$ cat config.mk
export PLATFORM = sky130hd
export DESIGN_NAME = alu_cmd_issuer
export DESIGN_NICKNAME = d
export VERILOG_FILES = /design/src/rtl/alu_pkg.sv /design/src/rtl/alu_cmd_issuer.sv
export SDC_FILE = /design/constraint.sdc
export NUM_CORES = 1
export LEC_CHECK = 0
export CAP_MARGIN = 20
export CORE_UTILIZATION = 30
export DETAILED_ROUTE_END_ITERATION = 12
export SETUP_SLACK_MARGIN = 0.15
export SYNTH_ARGS = -nofsm -noshare
export SYNTH_HDL_FRONTEND = slang
export SYNTH_SLANG_ARGS = --single-unit
export TNS_END_PERCENT = 20
$ cat constraint.sdc
create_clock -name clk -period 4.62 [get_ports clk]
set_clock_uncertainty 0.15 [all_clocks]
set_input_delay 1.386 -clock clk [delete_from_list [all_inputs] [get_ports clk]]
set_output_delay 1.386 -clock clk [all_outputs]
set_load 0.05 [all_outputs]
$ cat src/rtl/alu_pkg.sv
// Types shared by the ALU command issuer and the combinational ALU it drives.
package alu_pkg;

  localparam int DATA_W = 8;

  typedef enum logic [2:0] {
    OP_ADD, OP_SUB, OP_SLL, OP_LSR, OP_AND, OP_OR, OP_XOR, OP_EQL
  } op_e;

  typedef enum logic [1:0] {
    IDLE, EXEC, HOLD
  } issuer_state_e;

endpackage

$ cat src/rtl/alu_cmd_issuer.sv
// Issues commands to an external combinational ALU and returns each result over a
// valid/ready port, with an accumulator that lets a command reuse the previous result.
module alu_cmd_issuer
  import alu_pkg::*;
#(
  parameter int                CNT_W   = 16,
  parameter logic [DATA_W-1:0] ACC_RST = 8'h00
) (
  input  logic              clk,
  input  logic              reset,
  input  logic              cmd_valid_i,
  output logic              cmd_ready_o,
  input  logic [DATA_W-1:0] cmd_a_i,
  input  logic [DATA_W-1:0] cmd_b_i,
  input  logic [2:0]        cmd_op_i,
  input  logic              cmd_acc_i,
  output logic [DATA_W-1:0] alu_a_o,
  output logic [DATA_W-1:0] alu_b_o,
  output logic [2:0]        alu_op_o,
  input  logic [DATA_W-1:0] alu_res_i,
  output logic              res_valid_o,
  input  logic              res_ready_i,
  output logic [DATA_W-1:0] res_data_o,
  output logic [2:0]        res_op_o,
  output logic [DATA_W-1:0] acc_o,
  output logic [CNT_W-1:0]  done_cnt_o
);

  localparam logic [CNT_W-1:0] CNT_ONE = CNT_W'(1);

  issuer_state_e     state;
  logic              cmd_fire;
  logic              res_fire;
  logic [DATA_W-1:0] a_sel;

  // In HOLD a new command is only taken when the pending result leaves in the same
  // cycle, so ready follows the consumer combinationally there.
  assign cmd_ready_o = (state == IDLE) || ((state == HOLD) && res_ready_i);
  assign cmd_fire    = cmd_valid_i & cmd_ready_o;
  assign res_fire    = res_valid_o & res_ready_i;
  assign a_sel       = cmd_acc_i ? acc_o : cmd_a_i;

  // NOTE: every register here is written with <= so all of them sample the values
  // from before the edge; blocking writes would let later lines see updated state.
  always_ff @(posedge clk) begin
    if (reset) begin
      state       <= IDLE;
      alu_a_o     <= '0;
      alu_b_o     <= '0;
      alu_op_o    <= '0;
      res_valid_o <= 1'b0;
      res_data_o  <= '0;
      res_op_o    <= '0;
      acc_o       <= ACC_RST;
      done_cnt_o  <= '0;
    end else begin
      // A command can only fire in IDLE or in HOLD alongside the result handshake.
      if (cmd_fire) begin
        alu_a_o  <= a_sel;
        alu_b_o  <= cmd_b_i;
        alu_op_o <= cmd_op_i;
      end

      case (state)
        IDLE: begin
          if (cmd_fire) state <= EXEC;
        end
        EXEC: begin
          res_data_o  <= alu_res_i;
          res_op_o    <= alu_op_o;
          acc_o       <= alu_res_i;
          res_valid_o <= 1'b1;
          state       <= HOLD;
        end
        HOLD: begin
          if (res_fire) begin
            res_valid_o <= 1'b0;
            if (done_cnt_o != '1) done_cnt_o <= done_cnt_o + CNT_ONE;
            state <= cmd_fire ? EXEC : IDLE;
          end
        end
        default: state <= IDLE;
      endcase
    end
  end

endmodule

==> flow_summary.ini <==
[clock_tree]
cts.sink_count = 49
numCtsBuffers = 5
clk_pin_slew_ns = 0.08
clk_latency_ns = 0.29
htree_levels = 2
cts_resized = 0
cts_hold_buf = 0
ctsLongestPathBuffers = 2
post_cts_buffers = 0
clock_tree.root_cell = clkbuf_8
cts_tree = yes

[worst_setup_path]
critPathSlowestCell = clkdlybuf4s50_1
worstPathMaxFanout = 4
crit_family = buffers and inverters
cp_cell_sequence = clkdlybuf4s50_1 > inv_1 > a21oi_1 > buf_12
end_kind = output pin
slowest_delay_ns = 0.52
path_buf_inv = 3
critical_path_arrival_ns = 2.44
critPathKind = in -> out
required_ns = 3.08
startpoint_type = input pin

[placement]
dp_hpwl_um = 3760
numPortBuffers = 87
gp_congestion = 0.774
pre_cts_ws_ns = 0.651
place_inst = 398
placed_area_um2 = 3040

[final_layout]
final_nets = 342
layout-drive-gt1-share_pct = 5.81
diodes = 0
design_area_um2 = 3160
syn_to_final_growth_pct = 48.2
instances_no_fill = 406
final_util_pct = 46.2
final_common_cell = clkdlybuf4s50_1
final_cell_mix = 85 x clkdlybuf4s50_1, 49 x dfxtp_1, 29 x nand2_1

[sta]
layout_setup_ws_ns = 0.648
maxSlewViolCount = 0
period_share_pct = 86.0
hold_viol_final = 0
fin_setup_tns_ns = 0
finalSetupViolCount = 0
relSlewSlack_pct = 65.2
rsz0062_at_grt = false
worst_pin_slew_ns = 0.520
max_freq_ghz = 0.252
period_minus_slack_ns = 3.97

[worst_hold_path]
hp-class = reg -> reg

[floorplan]
start_util_pct = 31.2
die_h_um = 86.3
io_pins = 88
die_width_um = 86.3
rows = 30
core_um2 = 6830
die_area_um2 = 7450

[flow_run]
maxCapViolations = 0

[logic_synthesis]
synth_nets = 266
syn_area_um2 = 2130
synth_seq_cells = 49
synthFlopType = dfxtp_1
synth.avg_cell_area_um2 = 9.15
syn_inst = 233
synth_cell_type_count = 38
synth_edf_count = 0
yosysWarnings = 0
async_flop_share_pct = 0
synth_seq_area_share_pct = 46.0

[route]
wl_um = 5060
vias = 1899
drc = 0
viasPerCell = 4.68
firstDrtPassIters = 4
wl_per_cell_um = 12.5
ant_nets = 0
drtIter0Drc = 57

[run_status]
status = finished clean

[power_and_ir_drop]
power_density_nw_per_um2 = 308
p_leak_nw = 1.14
peakVddDrop_mv = 0.142

[grt]
antenna_found_initial = 0
grt_pass1_vias = 1644
track_usage_pct = 13.7
gr-total-overflow = 0
grt_first_pass_wirelength_um = 8160
grt_max_degree = 30
## report_power, final
part | switching [mW] | internal (mW)
clock network | 0.138 | 0.177
logic | 0.123 | 0.0818
registers | 0.0138 | 0.441
## cell families (layout without fill, tap and decap cells)
logic type	after synthesis	count (layout)	synth area share [%]
AND/OR/NAND/NOR	86	86	22.1
AO/OA/AOI/OAI	51	51	15.0
flip-flops	49	49	46.0
buffers and inverters	24	101	5.99
multiplexers	21	21	9.92
adder cells (fa/ha/maj)	1	1	0.587
XOR/XNOR	1	1	0.411
## flip-flops by register name, indices dropped and copies added (netlist names)
register,flops
alu_op_o,3
done_cnt_o,16
acc_o,8
res_op_o,3
alu_a_o,8
state,2
alu_b_o,8
res_valid_o,1
## routing by layer
metal	routed length (µm)	track usage (%)
met1	2370	18.8
met3	156	2.00
met2	2490	22.1
met5	0	0
met4	46	4.39
## per-stage QoR
step | power [mW] | hold slack (ns)
final | 0.974 | 0.308
after global placement | 0.670 | 0.293
after global routing | 1.02 | 0.339
after floorplan | 0.593 | 0.350
after detailed placement | 0.672 | 0.301
after CTS | 0.990 | 0.314
## layout make-up
cell class,instances,area (µm²)
multi-input cells,160,1040
inverters,4,15.0
repair buffers,89,891
fillers,703,3670
clock inverters,1,30.0
flip-flops and latches,49,981
clock buffers,7,86.3
well taps,96,120
## Yosys cell counts (all sizes together), types with 2 or more instances
master | count | area (µm²)
clkbuf | 6 | 22.5
nand3 | 4 | 20.0
o41ai | 2 | 17.5
nor4 | 2 | 27.5
buf | 14 | 90.1
o21ai | 6 | 30.0
or4 | 3 | 22.5
nor3 | 2 | 15.0
nor2 | 23 | 88.8
dfxtp | 49 | 981
and4 | 3 | 26.3
nand2b | 3 | 18.8
inv | 4 | 15.0
or3 | 6 | 37.5
nand4 | 6 | 67.6
o311ai | 2 | 17.5
mux2i | 20 | 200
o31ai | 4 | 30.0
nand2 | 29 | 109
a21oi | 25 | 125
a211oi | 9 | 67.6
## worst paths after layout
kind	end	cells after the start	from	slack (ns)
setup reg to reg	done_cnt_o[13]$_SDFFE_PP0P_	4	state[1]$_SDFFE_PP0P_	2.68
hold reg to reg	res_op_o[0]$_SDFFE_PP0P_	2	res_op_o[0]$_SDFFE_PP0P_	0.31
hold / removal	res_op_o[0]$_SDFFE_PP0P_	2	res_op_o[0]$_SDFFE_PP0P_	0.31
setup / recovery	cmd_ready_o	4	res_ready_i	0.65
## worst register-to-register path, cell delays in order, from the launching register on
cell	delay (ns)
dfxtp_1	0.46
and4b_1	0.42
nand4_4	0.19
or4_1	0.50
a21oi_1	0.15
No activity file was read; power rests on OpenSTA's default activity.
